$ cat src/rtl/drm_tag_pkg.sv
// Shared definitions for the tag controller and its tag RAM.
//   IDX_W/TAG_W/ENTRY_W : index, tag and stored-entry widths
//   VALID_BIT, TAG_MSB/TAG_LSB : field positions inside a stored entry
//   state_e : controller FSM encoding
//   lk_pipe_t : lookup state carried across the RAM read stage
package drm_tag_pkg;

  localparam int IDX_W     = 6;
  localparam int TAG_W     = 7;
  localparam int ENTRY_W   = 8;
  localparam int DEPTH     = 1 << IDX_W;
  localparam int VALID_BIT = 7;
  localparam int TAG_MSB   = 6;
  localparam int TAG_LSB   = 0;

  typedef enum logic {
    CLEAR = 1'b0,
    RUN   = 1'b1
  } state_e;

  typedef struct packed {
    logic             vld;
    logic [IDX_W-1:0] idx;
    logic [TAG_W-1:0] tag;
  } lk_pipe_t;

  // A freshly installed entry is always valid.
  function automatic logic [ENTRY_W-1:0] mk_entry(input logic [TAG_W-1:0] tag);
    return {1'b1, tag};
  endfunction

endpackage

$ cat src/rtl/drm_tag.sv
// 64x8 simple dual-port tag RAM, one write port and one read port, both on clk.
// Read data is registered (1-cycle latency).
//   wr_rst/wr_en/wr_be/wr_addr/wr_data : write port (wr_rst suppresses writes)
//   rd_rst/rd_en/rd_addr/rd_data       : read port (rd_rst clears the output register)
module drm_tag
  import drm_tag_pkg::*;
(
  input  logic               clk,
  input  logic               wr_rst,
  input  logic               wr_en,
  input  logic               wr_be,
  input  logic [IDX_W-1:0]   wr_addr,
  input  logic [ENTRY_W-1:0] wr_data,
  input  logic               rd_rst,
  input  logic               rd_en,
  input  logic [IDX_W-1:0]   rd_addr,
  output logic [ENTRY_W-1:0] rd_data
);

  logic [ENTRY_W-1:0] mem [DEPTH];

  // Array contents are not reset; the controller sweeps them clear instead.
  always_ff @(posedge clk) begin
    if (!wr_rst && wr_en && wr_be) mem[wr_addr] <= wr_data;
  end

  always_ff @(posedge clk) begin
    if (rd_rst)     rd_data <= '0;
    else if (rd_en) rd_data <= mem[rd_addr];
  end

endmodule

$ cat src/rtl/drm_tag_ctrl.sv
// Tag lookup/fill controller in front of a 64-entry tag RAM.
//   clk, rst              : clock, synchronous active-high reset
//   lk_valid/lk_ready     : lookup handshake, lk_index/lk_tag payload
//   fl_valid/fl_ready     : fill handshake, fl_index/fl_tag payload
//   inv_all               : invalidate-all pulse (starts a clear sweep)
//   rsp_valid/hit/index   : lookup result, one cycle after acceptance
//   busy                  : clear sweep in progress
//   hit_cnt/miss_cnt      : saturating response counters
module drm_tag_ctrl
  import drm_tag_pkg::*;
(
  input  logic               clk,
  input  logic               rst,
  input  logic               lk_valid,
  output logic               lk_ready,
  input  logic [IDX_W-1:0]   lk_index,
  input  logic [TAG_W-1:0]   lk_tag,
  input  logic               fl_valid,
  output logic               fl_ready,
  input  logic [IDX_W-1:0]   fl_index,
  input  logic [TAG_W-1:0]   fl_tag,
  input  logic               inv_all,
  output logic               rsp_valid,
  output logic               rsp_hit,
  output logic [IDX_W-1:0]   rsp_index,
  output logic               busy,
  output logic [15:0]        hit_cnt,
  output logic [15:0]        miss_cnt
);

  state_e             state_q, state_d;
  logic [IDX_W-1:0]   sweep_q, sweep_d;
  logic               wr_en;
  logic [IDX_W-1:0]   wr_addr;
  logic [ENTRY_W-1:0] wr_data;
  logic               lk_acc;
  logic [ENTRY_W-1:0] rd_data;
  lk_pipe_t           pipe_q;
  logic [15:0]        hit_q, miss_q;

  always_ff @(posedge clk) begin
    if (rst) begin
      state_q <= CLEAR;
      sweep_q <= '0;
    end else begin
      state_q <= state_d;
      sweep_q <= sweep_d;
    end
  end

  always_comb begin
    state_d  = state_q;
    sweep_d  = sweep_q;
    lk_ready = 1'b0;
    fl_ready = 1'b0;
    busy     = 1'b1;
    wr_en    = 1'b0;
    wr_addr  = sweep_q;
    wr_data  = '0;
    unique case (state_q)
      CLEAR: begin
        wr_en = 1'b1;
        if (inv_all) begin
          sweep_d = '0;
        end else if (&sweep_q) begin
          state_d = RUN;
          sweep_d = '0;
        end else begin
          sweep_d = sweep_q + 1'b1;
        end
      end
      RUN: begin
        busy     = 1'b0;
        fl_ready = !inv_all;
        // Lookups yield to fills, so the read and write ports never collide.
        lk_ready = !inv_all && !fl_valid;
        if (inv_all) begin
          state_d = CLEAR;
          sweep_d = '0;
        end else if (fl_valid) begin
          wr_en   = 1'b1;
          wr_addr = fl_index;
          wr_data = mk_entry(fl_tag);
        end
      end
      default: ;
    endcase
    if (rst) begin
      lk_ready = 1'b0;
      fl_ready = 1'b0;
      busy     = 1'b1;
      wr_en    = 1'b0;
    end
  end

  assign lk_acc = lk_valid && lk_ready;

  drm_tag u_tag (
    .clk     (clk),
    .wr_rst  (rst),
    .wr_en   (wr_en),
    .wr_be   (1'b1),
    .wr_addr (wr_addr),
    .wr_data (wr_data),
    .rd_rst  (rst),
    .rd_en   (lk_acc),
    .rd_addr (lk_index),
    .rd_data (rd_data)
  );

  // Lookup context travels alongside the RAM read so the compare lines up with rd_data.
  always_ff @(posedge clk) begin
    if (rst) begin
      pipe_q <= '0;
    end else begin
      pipe_q.vld <= lk_acc;
      if (lk_acc) begin
        pipe_q.idx <= lk_index;
        pipe_q.tag <= lk_tag;
      end
    end
  end

  // Outputs are masked while rst is high so an in-flight response never escapes.
  assign rsp_valid = pipe_q.vld && !rst;
  assign rsp_hit   = rsp_valid && rd_data[VALID_BIT] && (rd_data[TAG_MSB:TAG_LSB] == pipe_q.tag);
  assign rsp_index = rst ? '0 : pipe_q.idx;

  always_ff @(posedge clk) begin
    if (rst) begin
      hit_q  <= '0;
      miss_q <= '0;
    end else if (rsp_valid) begin
      if (rsp_hit) begin
        if (!(&hit_q)) hit_q <= hit_q + 16'd1;
      end else begin
        if (!(&miss_q)) miss_q <= miss_q + 16'd1;
      end
    end
  end

  assign hit_cnt  = rst ? '0 : hit_q;
  assign miss_cnt = rst ? '0 : miss_q;

endmodule

$ cat config.mk
export PLATFORM = sky130hd
export DESIGN_NAME = drm_tag_ctrl
export DESIGN_NICKNAME = d
export VERILOG_FILES = /design/src/rtl/drm_tag_pkg.sv /design/src/rtl/drm_tag.sv /design/src/rtl/drm_tag_ctrl.sv
export SDC_FILE = /design/constraint.sdc
export NUM_CORES = 1
export LEC_CHECK = 0
export CORE_MARGIN = 3
export CORE_UTILIZATION = 24
export DETAILED_ROUTE_END_ITERATION = 7
export SYNTH_ARGS = -nofsm -noshare
export SYNTH_HDL_FRONTEND = slang
export SYNTH_SLANG_ARGS = --single-unit
$ cat constraint.sdc
create_clock -name clk -period 4.7 [get_ports clk]
set_clock_uncertainty 0.15 [all_clocks]
set_input_delay 0.47 -clock clk [delete_from_list [all_inputs] [get_ports clk]]
set_output_delay 0.47 -clock clk [all_outputs]
set_load 0.02 [all_outputs]
* Word-level counts from Yosys, hierarchy flattened
Memories as Yosys holds them, arrays and structs flattened. A register that Yosys moved wholly into a read port is not among the register bits. Index checks and enable logic that the tools add are counted.
Word-level totals: input bits 31, word-level logic and storage cells 60, register bits after elaboration 53, memories kept 1, RAM bits 512
Cells by class: reduce and logical (&&, ||, !) cells 14, equal/unequal tests 2, bitwise logic cells 4, add/subtract/negate cells 3, multiplexer cells 29
Memory list:
- u_tag.mem | words 64, bits a word 8, read ports 1, clocked after Yosys merged registers in 1, write ports 1, line drm_tag.sv:20 | logic [ENTRY_W-1:0] mem [DEPTH];
Operators by type and width (count):
- 6-bit two-way mux | 7
- 16-bit by 1-bit adder with 16-bit output (second input constant) | 2
- 16-bit two-way mux | 2
- 16-bit AND reduction | 2
- 8-bit two-way mux | 3
- 1-bit two-way mux | 14
- 6-bit case mux with 2 select lines | 1
- 7-bit == test | 1
- 6-bit by 1-bit adder with 6-bit output (second input constant) | 1
- 1-bit logical AND | 6
- 3-bit AND reduction | 2
- 6-bit AND reduction | 1
- 1-bit NOT | 4
- 1-bit case mux with 2 select lines | 2
- 1-bit zero test | 3
- 2-bit inequality test (second input constant) | 1

* Longest topological paths before layout
depth in word-level cells 7, depth in mapped cells 9, depth with buffers taken out 7

* Modules after synthesis
Synthesis repeated with hierarchy kept, for this count alone.
Unflattened totals: cells, all modules 1379, area, all modules 23075.9 µm²
By module, submodules not included:
- drm_tag | area each 20158.1 µm², cells an instance 1034, instances 1
- drm_tag_ctrl | area each 2917.8 µm², cells an instance 345, instances 1

* Worst setup path before layout
OpenSTA, ideal clock, no wires.
path type input port to flip-flop, from input port inv_all, to memory u_tag.mem[0][0] (data pin), arrival 3.048 ns, path slack 1.135 ns, stages on the path 4, required time 4.183 ns, library setup time 0.367 ns, path through nand3b_1 -> inv_1 -> clkbuf_1 -> and2_1
Between the ends: word-level cells in the longest chain between the ends 2
Ends and longest elaborated chain:
- start, declared | line drm_tag_ctrl.sv:22 | input logic inv_all,
- 8-bit two-way mux | line drm_tag_ctrl.sv:77 | if (inv_all) begin
- 8-bit two-way mux | line drm_tag_ctrl.sv:60 | unique case (state_q)
- net u_tag.wr_data[0] | line drm_tag.sv:13 | input logic [ENTRY_W-1:0] wr_data,
- end, declared | line drm_tag.sv:20
The timed path passes the listed nets, and every way through them passes these cells.

* Worst setup path after layout
from register state_q, to memory u_tag.mem[49][1] (enable)
Between the ends: word-level cells in the longest chain between the ends 6, elaborated cells on any way between the ends 7, those cells by class mux: 5; bitwise: 1; reduce/logical: 1
Ends and longest elaborated chain:
- start, declared | line drm_tag_ctrl.sv:31 | state_e state_q, state_d;
- start signal, assigned | line drm_tag_ctrl.sv:46 | state_q <= state_d;
- 1-bit NOT
- 1-bit case mux with 2 select lines | line drm_tag_ctrl.sv:60
- 1-bit two-way mux | line drm_tag_ctrl.sv:88 | if (rst) begin
- 1-bit logical AND | line drm_tag.sv:24 | if (!wr_rst && wr_en && wr_be) mem[wr_addr] <= wr_data;
- 1-bit two-way mux | line drm_tag.sv:24
- 1-bit two-way mux (not written as such) | line drm_tag.sv:24
Several ways; a longest one is shown, not always the timed one.

==> out/results.tsv <==
metric	value	unit
overflow	0	
critical_path.endpoint_type	register	
criticalPathCategory	register to register	
wl_per_cell	20.3	um
yosysUniqueCellTypes	52	
start_util	24.2	%
min_period_over_period	76.9	%
hold_depth	3	
yosysSeqAreaShare	72.0	%
power_density	380	mW/mm2
slew_violations	0	
coreArea	0.0952	mm2
num-fill-cells	9327	
hold_ws	145	ps
yosys_register_bits	573	
fmax	0.277	GHz
fin_crit	3610	ps
timing.rr.start	state_q	
worst_setup_path_start_kind	register	
ant_nets	0	
tightest_slew	961	ps
run_status	completed	
post_drt_via_cell_ratio	4.45	
cp.arrival	3710	ps
hold_viol	0	
antenna_found_initial	3	
hold_end	pipe_q[10]	
root_buffer	clkbuf_16	
dr.pass1.iters	5	
clk_latency	630	ps
cts_sinks	573	
r2r-end	u_tag.mem[49][1]	
crit_path_frequent_cell	nor2_1	
cts_buffer_depth	3	
cp_max_fo	24	
min-delay-start	lk_index[3]	
grt_pass1_wl	81100	um
cpMaxStageDelayCell	nor2_1	
cts_made_buffers	57	
num_rows	113	
grt_max_degree	79	
nNetsFinal	1414	
cts_hold_buf	0	
synth_warnings	0	
crit_path_cell_trace	nand3b_1 -> inv_2 -> a22oi_1 -> nor2_1 -> nand2_1 -> nor2_1	
routed_wl	54800	um
vias	12000	
critical_path_required	4800	ps
cts_tree	done	
clk_pin_slew	60	ps
syn_area_per_cell	17.8	um2
irDropWorstVdd	0.000233	V
post_cts_buffers	0	
cts-resized-gates	0	
dp_hpwl	35500	um
portBuffers	73	
ios	74	
setup_viol	0	
die_w	316	um
dpl_cell_area	0.0253	mm2
grt_setup_unrepaired	no	
grt_pass1_vias	12100	
initialDrtViolationCount	1397	
slowest_delay	740	ps
syn-cell-area	0.0230	mm2
htreeDepth	2	
syn2layout_area_growth	17.8	%
crit_family	simple AND/OR/NAND/NOR gates	
r2r_slack	1090	ps
drc	0	
ys_async_sr_fraction	0	%
slew_headroom	35.8	%
drive_gt1_share	19.0	%
final_cell_area	0.0271	mm2
reg2regPathDepth	6	
syn-num-nets	1329	
die_y	316	um
tns	0	ps
track_usage	10.9	%
place_inst	2586	
drv_cap	0	
min_path_type	primary input to register	
place_congestion	0.789	
synth_cells	1295	
synth_edf_count	512	
synth_flop_cell	edfxtp_1	
critPathBufInv	1	
die_area	0.0998	mm2
instances_no_fill	2694	
leakage	9.41	nW
worst register-to-register path, cell delays in order, from the launching register on:
cell      delay, ps
dfxtp_1         410
nand3b_1        540
inv_2           610
a22oi_1         140
nor2_1          220
nand2_1         440
nor2_1          740
layout by cell type, fill, tap and decap left out, types with 24 or more instances in the layout:
cell | Yosys | final
edfxtp_1 | 512 | 512
mux4_2 | 128 | 128
nor2_1 | 111 | 111
nand2_1 | 69 | 69
clkdlybuf4s50_1 | 0 | 69
dfxtp_1 | 61 | 61
clkbuf_16 | 0 | 58
nor2b_1 | 50 | 50
mux2i_1 | 36 | 36
a21oi_1 | 31 | 31
nand4_1 | 24 | 24
worst max path at each step:
stage | slack, ps | cells after the start | from | endpoint
after floorplan | 1140 | 4 | inv_all | u_tag.mem[0][0]
after detailed placement | 480 | 7 | inv_all | u_tag.mem[29][0]
after global placement | 630 | 7 | inv_all | u_tag.mem[53][0]
after global routing | 810 | 6 | state_q | u_tag.mem[33][4]
after CTS | 1110 | 6 | state_q | u_tag.mem[29][3]
final | 1090 | 6 | state_q | u_tag.mem[49][1]
per-stage QoR:
step	setup WS, ps	total power, mW	utilization (%)
6_report	1090	10.3	28.5
5_1_grt	815	10.6	28.5
4_1_cts	1110	10.4	28.5
3_5_place_dp	478	5.86	26.5
3_3_place_gp	629	5.86	26.5
2_1_floorplan	1140	5.77	-
metal layers:
layer  GRT usage, %  share of wire, %  wire [um]
met3           3.12               8.1       4440
met5              0                 0          0
met4           2.43               1.7        940
met1           14.6                43      23500
met2           17.5                47      25900
cells by family (layout without fill, tap and decap cells):
logic type / Yosys count / count (layout) / share of synthesized area [%]
adder cells (fa/ha/maj): 3 / 3 / 0.163
flip-flops: 573 / 573 / 72.0
buffers and inverters: 74 / 207 / 1.74
AND/OR/NAND/NOR: 337 / 337 / 7.18
AO/OA/AOI/OAI: 89 / 89 / 2.45
XOR/XNOR: 34 / 34 / 1.29
other: 0 / 1 / 0
multiplexers: 185 / 185 / 15.2
Yosys cell counts (all sizes together) (5+ instances only):
cell type | instances | area share [%]
clkbuf | 26 | 0.42
nor2 | 111 | 1.8
nand3b | 5 | 0.16
and2 | 9 | 0.24
a21oi | 31 | 0.67
nor3 | 10 | 0.26
dfxtp | 61 | 5.3
nand4 | 24 | 0.65
o22ai | 13 | 0.35
o211ai | 15 | 0.49
nor4 | 8 | 0.22
mux2i | 36 | 1.6
a211oi | 7 | 0.23
nand2 | 69 | 1.1
nor2b | 50 | 1.4
buf | 42 | 1.2
and3 | 5 | 0.14
mux2 | 20 | 0.98
nand3 | 22 | 0.48
xor2 | 13 | 0.49
nand2b | 10 | 0.27
mux4 | 129 | 13
o21ai | 11 | 0.24
xnor2 | 21 | 0.80
edfxtp | 512 | 67
layout make-up:
class                   instances  area (um2)  area share (%)
repair buffers                 94         996            3.67
clock inverters                34         375            1.38
diodes                          1        2.50         0.00922
clock buffers                  73        1520            5.59
well taps                    1265        1580            5.83
inverters                       6        22.5          0.0830
flip-flops and latches        573       16600            61.1
multi-input cells             648        6060            22.3
registers in the layout (all words and copies together) (netlist names):
signal,flops
sweep_q,6
u_tag.rd_data,8
hit_q,16
pipe_q,14
u_tag.mem,512
state_q,1
miss_q,16
power by group:
part           leakage, nW  total (mW)  switching [mW]  internal (mW)
logic                 2.25       0.272           0.156          0.116
registers             6.25        5.47         0.00358           5.47
clock network        0.910        4.58            1.91           2.67
total                 9.41        10.3            2.07           8.26
Note: power is estimated with default switching activity, not from simulation.
==> variant (same settings) <==
Change the package constant `TAG_MSB` from 6 to 5.
--- a/src/rtl/drm_tag_pkg.sv
+++ b/src/rtl/drm_tag_pkg.sv
@@ -11,5 +11,5 @@
   localparam int DEPTH     = 1 << IDX_W;
   localparam int VALID_BIT = 7;
-  localparam int TAG_MSB   = 6;
+  localparam int TAG_MSB   = 5;
   localparam int TAG_LSB   = 0;
 
Formal check against the unedited RTL: no difference found for any inputs over 4 cycles, from zero or initial values and one cycle with rst high; that may be too few to reach the edited logic, so the function may still have changed.
==> variant against the original RTL <==
- combinational power shrank 16%
- sequential cell count shrank 65
- setup slack improved by 0.081 ns
- area after synthesis shrank 10%
- total power fell by 11%
- wire length decreased by 12%
- worst hold slack gained 0.034 ns
- via count shrank 7.8%
- highest routed layer is now met5
- final area shrank 10%
==> variant: results (changes against the original RTL) <==
\begin{tabular}{lr}
\hline
Metric & Value \\
\hline
\multicolumn{2}{l}{\textbf{Global routing}} \\
\quad First-pass GRT wire length & 71900 um (-11\%) \\
\quad Number of global-route vias before repair & 11200 (-7.8\%) \\
\quad Initial antenna violation count & 4 (+1) \\
\multicolumn{2}{l}{\textbf{Timing}} \\
\quad Worst slew slack as a fraction of its limit & 13.6\% (-22 points) \\
\multicolumn{2}{l}{\textbf{Final layout}} \\
\quad Registers with the most flip-flops & u\_tag.mem x448, hit\_q x16, miss\_q x16 \\
\quad Final-stage net count & 1297 (-8.3\%) \\
\multicolumn{2}{l}{\textbf{Status}} \\
\quad Run status & complete, no violations \\
\multicolumn{2}{l}{\textbf{Worst setup path}} \\
\quad Arr. time, crit path & 3.61 ns (-0.10 ns) \\
\quad Largest fanout on the critical path & 20 (-17\%) \\
\multicolumn{2}{l}{\textbf{Placement}} \\
\quad Weighted congestion reported at the end of routability-driven placement & 0.838 (+6.2\%) \\
\quad Worst setup slack after placement & 0.782 ns (+0.303 ns) \\
\quad Number of buffers added on ports & 72 (-1.4\%) \\
\quad DPL Wire Length & 31200 um (-12\%) \\
\multicolumn{2}{l}{\textbf{Yosys}} \\
\quad Most common flop cell mapped by yosys & sky130\_fd\_sc\_hd\_\_edfxtp\_1 \\
\quad Post-synth cell types & 54 (+3.8\%) \\
\quad Sequential-to-total area share from yosys stat & 71.0\% (-0.99 points) \\
\quad Post-synth top cells & sky130\_fd\_sc\_hd\_\_edfxtp\_1, sky130\_fd\_sc\_hd\_\_mux4\_2, sky130\_fd\_sc\_hd\_\_nor2\_1, sky130\_fd\_sc\_hd\_\_nand2\_1, sky130\_fd\_sc\_hd\_\_dfxtp\_1 \\
\quad Synthesized net count & 1207 (-9.2\%) \\
\quad Dominant cells by area after synthesis & sky130\_fd\_sc\_hd\_\_edfxtp\_1, sky130\_fd\_sc\_hd\_\_mux4\_2, sky130\_fd\_sc\_hd\_\_dfxtp\_1, sky130\_fd\_sc\_hd\_\_nor2\_1, sky130\_fd\_sc\_hd\_\_mux2i\_1 \\
\quad Count of flip-flops with a built-in enable after synthesis & 448 (-13\%) \\
\multicolumn{2}{l}{\textbf{CTS}} \\
\quad Clock buffer count from CTS & 52 (-8.8\%) \\
\quad Clk\_lat worst skew & 0.61 ns (-0.02 ns) \\
\multicolumn{2}{l}{\textbf{Power}} \\
\quad Worst supply voltage drop on vdd & 0.263 mV (+13\%) \\
\quad Switching pwr & 0.00186 W (-9.9\%) \\
\quad Static Leakage & 6.48 nW (-31\%) \\
\multicolumn{2}{l}{\textbf{Routing}} \\
\quad Number of vias per cell after detailed routing & 4.52 (+1.7\%) \\
\quad Routed WL & 48100 um (-12\%) \\
\hline
\end{tabular}
variant: changes by cell type in the layout (fill, tap and decap cells not counted), moves of 9 or more:
| cell | unedited run | this run |
|---|---|---|
| sky130_fd_sc_hd__edfxtp_1 | 512 | 448 |
| sky130_fd_sc_hd__o31ai_1 | 3 | 30 |
| sky130_fd_sc_hd__nor2_1 | 111 | 90 |
| sky130_fd_sc_hd__or4_1 | 2 | 21 |
| sky130_fd_sc_hd__xnor2_1 | 21 | 5 |
| sky130_fd_sc_hd__mux2_2 | 20 | 5 |
| sky130_fd_sc_hd__o211ai_1 | 15 | 0 |
| sky130_fd_sc_hd__nand4_1 | 24 | 10 |
| sky130_fd_sc_hd__a21oi_1 | 31 | 44 |
| sky130_fd_sc_hd__nor2b_1 | 50 | 40 |
| sky130_fd_sc_hd__buf_4 | 13 | 22 |
| sky130_fd_sc_hd__nand3b_1 | 5 | 14 |
| sky130_fd_sc_hd__xor2_1 | 13 | 4 |
variant: routing by layer:
| layer | routed length, um | global-route usage (%) | share of wire [%] | vias to the layer above |
|---|---|---|---|---|
| met5 | 27 | 0 | 0.056 | - |
| met4 | 1100 | 3.18 | 2.3 | 4 |
| met3 | 3740 | 2.80 | 7.8 | 73 |
| met2 | 22400 | 16.6 | 47 | 363 |
| met1 | 20900 | 14.3 | 43 | 5694 |
| li1 | - | - | - | 4912 |
variant: final timing paths:
path | from | endpoint | slack [ns] | depth (start not counted)
max | state_q | u_tag.mem[33][5] | 1.17 | 6
min reg2reg | pipe_q[8] | pipe_q[8] | 0.31 | 2
max reg2reg | state_q | u_tag.mem[33][5] | 1.17 | 6
min | rst | pipe_q[0] | 0.18 | 2
variant: power by group through the flow:
stage | clock [W] | combinational [W] | sequential [W]
after floorplan | 0 | 0.000155 | 0.00494
after global placement | 0 | 0.000230 | 0.00494
after detailed placement | 0 | 0.000232 | 0.00494
after CTS | 0.00419 | 0.000233 | 0.00485
after global routing | 0.00438 | 0.000245 | 0.00484
final | 0.00411 | 0.000229 | 0.00485
variant: cell families after synthesis:
family	Yosys count	synth area share, %
compound gates	110	3.63
xor+xnor	9	0.382
fa+ha+maj	3	0.182
buf+inv	74	1.62
flops	508	71.0
mux	161	15.4
simple gates	308	7.80
variant: area by class of cell:
cell class,count,area [sq um]
Inverter,12,45.0
Clock buffer,71,1410
Tap cell,1134,1420
Sequential cell,508,14700
Multi-Input combinational cell,591,5660
Timing Repair Buffer,98,967
Antenna cell,2,5.00
Fill cell,8349,59900
Clock inverter,27,290
variant: stage by stage:
stage	area, sq um	instances
2_1_floorplan	20600	1173
3_5_place_dp	22700	2343
5_1_grt	24400	2441
6_report	24400	2443
4_1_cts	24400	2441
3_3_place_gp	22700	2343
